**config.mk**
```make
export PLATFORM = sky130hd
export DESIGN_NAME = bus_arbiter_2to1
export DESIGN_NICKNAME = d
export VERILOG_FILES = /design/src/rtl/bus_arbiter_2to1_pkg.sv /design/src/rtl/bus_arbiter_2to1_hold_counter.sv /design/src/rtl/bus_arbiter_2to1.sv
export SDC_FILE = /design/constraint.sdc
export NUM_CORES = 1
export LEC_CHECK = 0
export CORE_MARGIN = 2
export CORE_UTILIZATION = 40
export CTS_CLUSTER_DIAMETER = 150
export CTS_CLUSTER_SIZE = 12
export DETAILED_ROUTE_END_ITERATION = 10
export MAX_ROUTING_LAYER = met4
export PLACE_DENSITY = 0.74
export SLEW_MARGIN = 20
export SYNTH_ARGS = -nofsm -noshare
export SYNTH_HDL_FRONTEND = slang
export SYNTH_HIERARCHICAL = 1
export SYNTH_SLANG_ARGS = --single-unit
```
**constraint.sdc**
```tcl
create_clock -name clk -period 2.38 [get_ports clk]
set_input_delay 0.357 -clock clk [delete_from_list [all_inputs] [get_ports clk]]
set_output_delay 0.357 -clock clk [all_outputs]
set_load 0.02 [all_outputs]
```
**src/rtl/bus_arbiter_2to1_pkg.sv**
```systemverilog
// Shared definitions for the 2:1 bus arbiter.
//   state_t          : arbiter FSM states (IDLE, GRANT0, GRANT1)
//   DEFAULT_WIDTH    : default data width of the shared bus
//   DEFAULT_MAX_HOLD : default grant-hold bound under contention
package arb_pkg;

  typedef enum logic [1:0] {
    IDLE   = 2'd0,
    GRANT0 = 2'd1,
    GRANT1 = 2'd2
  } state_t;

  localparam int DEFAULT_WIDTH    = 8;
  localparam int DEFAULT_MAX_HOLD = 16;

endpackage

```
**src/rtl/bus_arbiter_2to1_hold_counter.sv**
```systemverilog
// Grant-hold counter for the 2:1 bus arbiter.
// Counts consecutive grant cycles and saturates at MAX_HOLD.
// Ports:
//   clk    : system clock
//   rst    : synchronous active-high reset (count -> 0)
//   clear  : synchronous clear (count -> 0), wins over enable
//   enable : count this cycle
//   count  : current hold count, saturating at MAX_HOLD
//   expire : the current grant has used up its contended hold budget
module arb_hold_counter #(
  parameter int MAX_HOLD = 16,
  localparam int HOLD_W  = $clog2(MAX_HOLD + 1)
) (
  input  logic              clk,
  input  logic              rst,
  input  logic              clear,
  input  logic              enable,
  output logic [HOLD_W-1:0] count,
  output logic              expire
);

  localparam logic [HOLD_W-1:0] SAT_VAL  = HOLD_W'(MAX_HOLD);
  localparam logic [HOLD_W-1:0] LAST_VAL = HOLD_W'(MAX_HOLD - 1);

  always_ff @(posedge clk) begin
    if (rst) begin
      count <= '0;
    end else if (clear) begin
      count <= '0;
    end else if (enable && (count != SAT_VAL)) begin
      count <= count + HOLD_W'(1);
    end
  end

  // Under contention from the first grant cycle this fires exactly at
  // MAX_HOLD-1. Using >= keeps the bound when a competitor only shows up
  // after an uncontended grant has already saturated the counter.
  assign expire = (count >= LAST_VAL);

endmodule

```
**src/rtl/bus_arbiter_2to1.sv**
```systemverilog
// 2:1 round-robin bus arbiter with bounded hold time.
// Shares one WIDTH-bit data path between two requesters, drives the mux
// select and registers the selected byte onto the downstream bus.
// Ports:
//   clk, rst   : clock and synchronous active-high reset
//   req0, req1 : level requests, held while the bus is needed
//   din0, din1 : requester data, valid while the matching gnt is high
//   gnt0, gnt1 : grants, decoded from registered state
//   sel        : mux select (0 = din0, 1 = din1)
//   bus_out    : registered selected data
//   bus_valid  : bus_out was captured under a grant
//   busy       : some grant is active
import arb_pkg::*;

module bus_arbiter_2to1 #(
  parameter int WIDTH    = DEFAULT_WIDTH,
  parameter int MAX_HOLD = DEFAULT_MAX_HOLD
) (
  input  logic             clk,
  input  logic             rst,
  input  logic             req0,
  input  logic             req1,
  input  logic [WIDTH-1:0] din0,
  input  logic [WIDTH-1:0] din1,
  output logic             gnt0,
  output logic             gnt1,
  output logic             sel,
  output logic [WIDTH-1:0] bus_out,
  output logic             bus_valid,
  output logic             busy
);

  localparam int HOLD_W = $clog2(MAX_HOLD + 1);

  state_t              state;
  state_t              state_next;
  logic                last;
  logic                rel_grant;
  logic                hold_clear;
  logic                hold_en;
  logic                expire;
  logic [HOLD_W-1:0]   hold_cnt;

  arb_hold_counter #(
    .MAX_HOLD (MAX_HOLD)
  ) u_hold (
    .clk    (clk),
    .rst    (rst),
    .clear  (hold_clear),
    .enable (hold_en),
    .count  (hold_cnt),
    .expire (expire)
  );

  // State register
  always_ff @(posedge clk) begin
    if (rst) begin
      state <= IDLE;
    end else begin
      state <= state_next;
    end
  end

  // Next-state logic; every grant returns through IDLE so there is always
  // one turnaround cycle with no grant between the two sources.
  always_comb begin
    state_next = state;
    rel_grant  = 1'b0;
    case (state)
      IDLE: begin
        if (req0 && req1) begin
          // last names the requester served most recently; the other wins.
          state_next = last ? GRANT0 : GRANT1;
        end else if (req0) begin
          state_next = GRANT0;
        end else if (req1) begin
          state_next = GRANT1;
        end
      end
      GRANT0: begin
        if (!req0 || (expire && req1)) begin
          rel_grant  = 1'b1;
          state_next = IDLE;
        end
      end
      GRANT1: begin
        if (!req1 || (expire && req0)) begin
          rel_grant  = 1'b1;
          state_next = IDLE;
        end
      end
      default: begin
        state_next = IDLE;
      end
    endcase
  end

  // Output decode from registered state
  always_comb begin
    gnt0       = (state == GRANT0);
    gnt1       = (state == GRANT1);
    busy       = (state == GRANT0) || (state == GRANT1);
    hold_en    = (state != IDLE);
    hold_clear = rel_grant || (state == IDLE);
  end

  // Round-robin memory: updated only when a grant is released.
  always_ff @(posedge clk) begin
    if (rst) begin
      last <= 1'b1;
    end else if (rel_grant) begin
      last <= (state == GRANT1);
    end
  end

  // Select changes only on grant entry and holds through IDLE.
  always_ff @(posedge clk) begin
    if (rst) begin
      sel <= 1'b0;
    end else if (state == IDLE) begin
      if (state_next == GRANT0) begin
        sel <= 1'b0;
      end else if (state_next == GRANT1) begin
        sel <= 1'b1;
      end
    end
  end

  // Data capture: one cycle behind the grant; bus_out holds when idle.
  always_ff @(posedge clk) begin
    if (rst) begin
      bus_out   <= '0;
      bus_valid <= 1'b0;
    end else begin
      case (state)
        GRANT0: begin
          bus_out   <= din0;
          bus_valid <= 1'b1;
        end
        GRANT1: begin
          bus_out   <= din1;
          bus_valid <= 1'b1;
        end
        default: begin
          bus_valid <= 1'b0;
        end
      endcase
    end
  end

endmodule

```
---- After elaboration in Yosys (flattened, before gate mapping) ----
Cells that the tools add are included.
operators by class
  $add $sub $neg .......................... 1
  multipliers ............................. 0
  div/mod/pow operators ................... 0
  magnitude comparators ................... 1
  equality and inequality tests ........... 5
  shift operators ......................... 0
  multiplexer cells ....................... 14
  bitwise operators ....................... 0
  reduce and logical (&&, ||, !) cells .... 17
operators by type and width
  kind                   number
  $pmux W8 S2            1
  $mux W2                6
  $pmux W2 S3            1
  $reduce_bool A2 Y1     3
  $add A5 B1 Y5 const B  1
  $ge A5 B4 Y1 const B   1
  $mux W1                5
  $ne A5 B5 Y1 const B   1
  $eq A2 B1 Y1 const B   2
  $eq A2 B2 Y1 const B   2
  $logic_and A1 B1 Y1    4
  $logic_or A1 B1 Y1     4
  $reduce_or A2 Y1       2
  $logic_not A1 Y1       2
  $logic_not A2 Y1       1
  $pmux W1 S2            1
  $reduce_and A2 Y1      1
storage, ports and cells
  bits in registers ....................... 18
  latch bits .............................. 0
  memory bits (writable) .................. 0
  bits in read-only memories .............. 0
  input port bits ......................... 20
  output and inout port bits .............. 13
  logic and storage cells ................. 44
  memories kept ........................... 0

---- Depth between registers and ports, before layout ----
  word-level depth ........................ 8
  mapped depth ............................ 12
  mapped depth without buffers ............ 12

---- Modules after synthesis ----
The synthesis kept the hierarchy.
by module, submodules not included
  module            times used  cells each  area each (µm²)  seq. area each (µm²)
  bus_arbiter_2to1  1           78          733.2            260.2
  arb_hold_counter  1           33          284.0            100.1

---- Least setup slack after synthesis ----
No wires, ideal clock.
  kind .................................... flip-flop to flip-flop
  start point ............................. reg u_hold.count[0]
  end point ............................... reg sel
  library setup time ...................... 86 ps
  arrival ................................. 2299 ps
  data required time ...................... 2294 ps
  path slack .............................. -4 ps
  stages on the path, launching flop included .. 13
  buffers on the path ..................... 0
  period minus slack after synthesis ...... 2384 ps
  cells stage by stage .................... dfxtp_1 > ha_1 > and3_2 > ha_1 > nor2_1 > nand2_1 > a21boi_2 > a22oi_1 > o32a_1 > ha_1 > nor2b_1 > nor2_1 > a211oi_1
on the way
  word-level cells in the longest chain between the ends .. 8
  elaborated cells on any way between the ends .. 13
  those cells by class .................... order compare (1); eq/ne (2); mux (4); reduce/logical (6)
RTL lines
  what                                                 RTL line                                          text
  from (decl)                                          bus_arbiter_2to1_hold_counter.sv:18               output logic [HOLD_W-1:0] count,
  from (signal assigned)                               bus_arbiter_2to1_hold_counter.sv:31               count <= count + HOLD_W'(1);
  $ge A5 B4 Y1 (*)                                     bus_arbiter_2to1_hold_counter.sv:38               assign expire = (count >= LAST_VAL);
  named net expire                                     bus_arbiter_2to1.sv:41                            logic expire;
  $logic_and A1 B1 Y1, on equally long branches        bus_arbiter_2to1.sv:87, bus_arbiter_2to1.sv:81
  $logic_or A1 B1 Y1, on equally long branches         bus_arbiter_2to1.sv:87, bus_arbiter_2to1.sv:81
  $mux W2, on equally long branches                    bus_arbiter_2to1.sv:87, bus_arbiter_2to1.sv:81
  $pmux W2 S3 (*)                                      bus_arbiter_2to1.sv:69                            case (state)
  $eq A2 B1 Y1 / $eq A2 B2 Y1 (equally long branches)  bus_arbiter_2to1.sv:121, bus_arbiter_2to1.sv:123
  $reduce_bool A2 Y1 (no source line)                  --
  $reduce_and A2 Y1 (no source line)                   --
  to (signal assigned)                                 bus_arbiter_2to1.sv:119                           sel <= 1'b0;
  to (signal assigned)                                 bus_arbiter_2to1.sv:122                           sel <= 1'b0;
  to (signal assigned)                                 bus_arbiter_2to1.sv:124                           sel <= 1'b1;
  to (decl)                                            bus_arbiter_2to1.sv:27                            output logic sel,
Mark *: on every way through the listed nets, which the timed path passes. The rest lies on a longest branch.
A chain may end at the register's enable or synchronous reset.

---- Worst setup path after layout ----
Ends and elaborated chain as after synthesis.

==> run_results.csv <==
group,metric,value,unit
job,max_cap_viol_count,0,
worst_setup_path,ff2ff_path_depth,12,
yosys,yosys_warnings,6,
yosys,synth_cells,111,
floorplan,std_cell_rows,18,
drt,ant_nets,0,
worst_setup_path,cp_num_buf_inv,0,
worst_hold_path,hold_start,"bus_out[5]",
yosys,synth_edf_count,0,
worst_setup_path,start_kind,"register",
timing,tns,-0.0590,ns
clocking,clkLatencyLatePin,0.29,ns
clocking,cts.sinks,18,
worst_hold_path,min_path_type,"reg -> reg",
yosys,synth_area,1020,µm²
yosys,synth_top_area_share,0.354,
yosys,synthTopCellsByArea,"dfxtp_1 (35%), ha_1 (9.8%), mux2i_1 (9.8%), a211oi_1 (6.6%), nor2_1 (4.8%)",
layout,final_net_count,183,
yosys,synthArstFlopShare,0,
power,seqPwrFrac,0.397,
timing,fmax,0.410,GHz
clocking,ctsHoldBuffers,0,
placed_design,hpwl,1770,µm
placed_design,dp_slack,-0.0482,ns
floorplan,core,2430,µm²
power,pwr-share-comb,0.396,
drt,drt_iter0_drc,19,
floorplan,die_area,2960,µm²
yosys,synth_ff_type,"dfxtp_1",
clocking,root_buffer,"clkbuf_4",
timing,period_needed,2.44,ns
worst_setup_path,cp-end-kind,"register",
clocking,cts_tree,"built",
yosys,ys_seq_elements,18,
timing,drv_slew,0,
worst_setup_path,required,2.60,ns
worst_setup_path,startpoint,"u_hold/count[0]",
yosys,yosys.cell_types.count,34,
power,p_sw,0.000296,W
clocking,htree_num_levels,1,
worst_setup_path,worst_path_most_repeated_cell,"ha_4",
power,irDropWorstVdd,0.475,mV
layout,area_growth,49.8,%
drt,dr.pass1.iters,7,
drt,routed_via_density,5.46,
clocking,cts_made_buffers,3,
status,status,"complete, but fails checks",
status,violations,"negative setup slack",
timing,maxSlewHeadroom,0.799,
worst_setup_path,critPathMaxStageDelay,0.36,ns
placed_design,portBuffers,32,
timing,period_share,1.02,
drt,dr_total_vias,1005,
drt,avgRoutedWirePerCell,13.8,µm
floorplan,start_util,0.418,
timing,worst_slack,-0.0590,ns
power,clock_power_share,0.207,
layout,drive_gt1_frac,0.214,
placed_design,gp_congestion,0.850,
worst_hold_path,hold_end,"bus_out[5]",
global_routing,grt_pass1_vias,889,
timing,final_hold_viol_count,0,
worst_setup_path,cp_slowest_cell,"o32a_1",
yosys,seq_area_frac_synth,0.354,
layout,finish.utilization,0.627,
power,powerDensity,596,nW/µm²
layout,diodes,0,
clocking,clkTransAtPathRegs,0.11,ns
drt,routed_wl,2550,µm
yosys,yosys.area.top_type,"dfxtp_1",
worst_setup_path,r2r_end,"sel",
layout,fillers,203,
global_routing,grt_max_degree,21,
power,p_int,0.000611,W
floorplan,die_w,54.4,µm
power,p_total,0.000908,W
global_routing,antenna_found_initial,0,
global_routing,grt_usage,0.186,
power,p_sw_frac,0.327,
clocking,clk_path_buf_depth,2,
worst_setup_path,crit_chain,"ha_4, and3_4, ha_4, nor2_4, nand2_2, a21boi_2, a22oi_2, o32a_1, ha_1, nor2b_2, nor2_2, a211oi_2",
timing,skew,0.00483,ns
power,leakage,0.590,nW
floorplan,die_y,54.4,µm
worst_setup_path,cp_top_family,"compound AO/OA/AOI/OAI gates",
worst_setup_path,rrSetupSlack,-0.06,ns
worst_setup_path,worstPathMaxFanout,3,
yosys,synthesis.nets,139,
worst_setup_path,worstSetupPathType,"reg -> reg",
worst_setup_path,r2r_start,"u_hold/count[0]",
global_routing,grt_overflow,0,
drt,drc,0,
floorplan,io-pin-count,33,
timing,tightest_slew,0.300,ns
timing,finalSetupViolations,1,
timing,grt_setup_unrepaired,"true",
worst_setup_path,cp.arrival,2.66,ns
global_routing,grt_pass1_wl,3850,µm
worst_hold_path,min_path_cells,2,
yosys,synth_area_per_cell,9.16,µm²
## flip-flops by register name (all words and copies together), names as in the netlist
| signal | flops |
|---|---|
| sel | 1 |
| state | 2 |
| last | 1 |
| bus_valid | 1 |
| bus_out | 8 |
| u_hold/count | 5 |
## worst reg2reg max path, cell delays in order (launching register included)
cell	delay, ns
dfxtp_2	0.35
ha_4	0.16
and3_4	0.18
ha_4	0.16
nor2_4	0.10
nand2_2	0.07
a21boi_2	0.17
a22oi_2	0.11
o32a_1	0.36
ha_1	0.29
nor2b_2	0.17
nor2_2	0.06
a211oi_2	0.18
## cell usage after synthesis (2+ instances only)
cell and count:
a21boi_2 2, a211oi_1 9, o22ai_1 3, inv_1 10
nor2_1 13, ha_1 8, nand2b_1 2, nor2b_1 2
nand2_1 10, dfxtp_1 18, nand4_1 2, mux2i_1 10
## power by group through the flow
stage | sequential [W] | clock [W] | combinational, W
2_1_floorplan | 0.000401 | 0 | 0.000163
3_3_place_gp | 0.000364 | 0 | 0.000327
3_5_place_dp | 0.000365 | 0 | 0.000335
4_1_cts | 0.000358 | 0.000192 | 0.000341
5_1_grt | 0.000365 | 0.000206 | 0.000392
6_report | 0.000360 | 0.000188 | 0.000359
## through the flow
stage,cells,area (µm²),hold WS (ns)
after CTS,183,1460,0.493
after detailed placement,177,1410,0.479
after global placement,177,1410,0.471
after floorplan,111,1020,0.429
final,184,1520,0.492
after global routing,184,1520,0.505
## layout by cell type (no fill, tap or decap), drive strengths merged
master,Yosys,routed
nand3b,1,1
nor3,1,1
clkdlybuf4s50,0,32
o22ai,3,3
or3b,1,1
a2bb2oi,1,1
o21ai,1,1
o32ai,1,1
nor2b,2,2
a21o,2,2
mux2i,10,10
or4b,1,1
o221a,1,1
ha,8,8
inv,10,10
a31o,1,1
o21a,1,1
nand4,2,2
nand2,10,10
and3,1,1
buf,2,11
o211ai,1,1
xor2,1,1
a211oi,9,9
o32a,1,1
clkbuf,2,4
dfxtp,18,18
nand2b,2,2
a22oi,1,1
a21boi,3,3
nor2,13,13
## worst max-delay path by stage
stage                      to  slack, ns  cells past startpoint
after detailed placement  sel      -0.05                     12
after global placement    sel       0.04                     12
after global routing      sel      -0.16                     12
after CTS                 sel      -0.02                     12
final                     sel      -0.06                     12
after floorplan           sel       0.02                     12
## layer usage
layer | vias to the layer above | wire [µm] | part of all wire | track usage
met3 | 6 | 246 | 0.097 | 0.0437
met4 | 0 | 26 | 0.010 | 0.0542
met5 | - | 0 | 0 | -
met2 | 57 | 1260 | 0.50 | 0.321
met1 | 459 | 1010 | 0.40 | 0.214
li1 | 483 | - | - | -
## cells by family (layout without fill, tap and decap cells)
logic type               Yosys count  after routing  share of synthesized area
adder cells (fa/ha/maj)            8              8                     0.0984
AO/OA/AOI/OAI                     26             26                      0.208
XOR/XNOR                           1              1                    0.00861
multiplexers                      10             10                     0.0984
AND/OR/NAND/NOR                   34             34                      0.160
flip-flops                        18             18                      0.354
buffers and inverters             14             57                     0.0726
## repair_timing
item / 4_1_cts / 5_1_grt
pin swaps: 4 / 8
resized for setup: 2 / 12
endpoints found under the setup margin: 1 / 3
buffers inserted: 2 / 1
## layout make-up
class	instances	area (µm²)	area share
Timing Repair Buffer	43	403	0.264
Inverter	10	37.5	0.0246
Sequential cell	18	363	0.238
Tap cell	30	37.5	0.0246
Multi-Input combinational cell	79	647	0.424
Clock buffer	4	36.3	0.0238
Power figures use the tool's default switching activity.
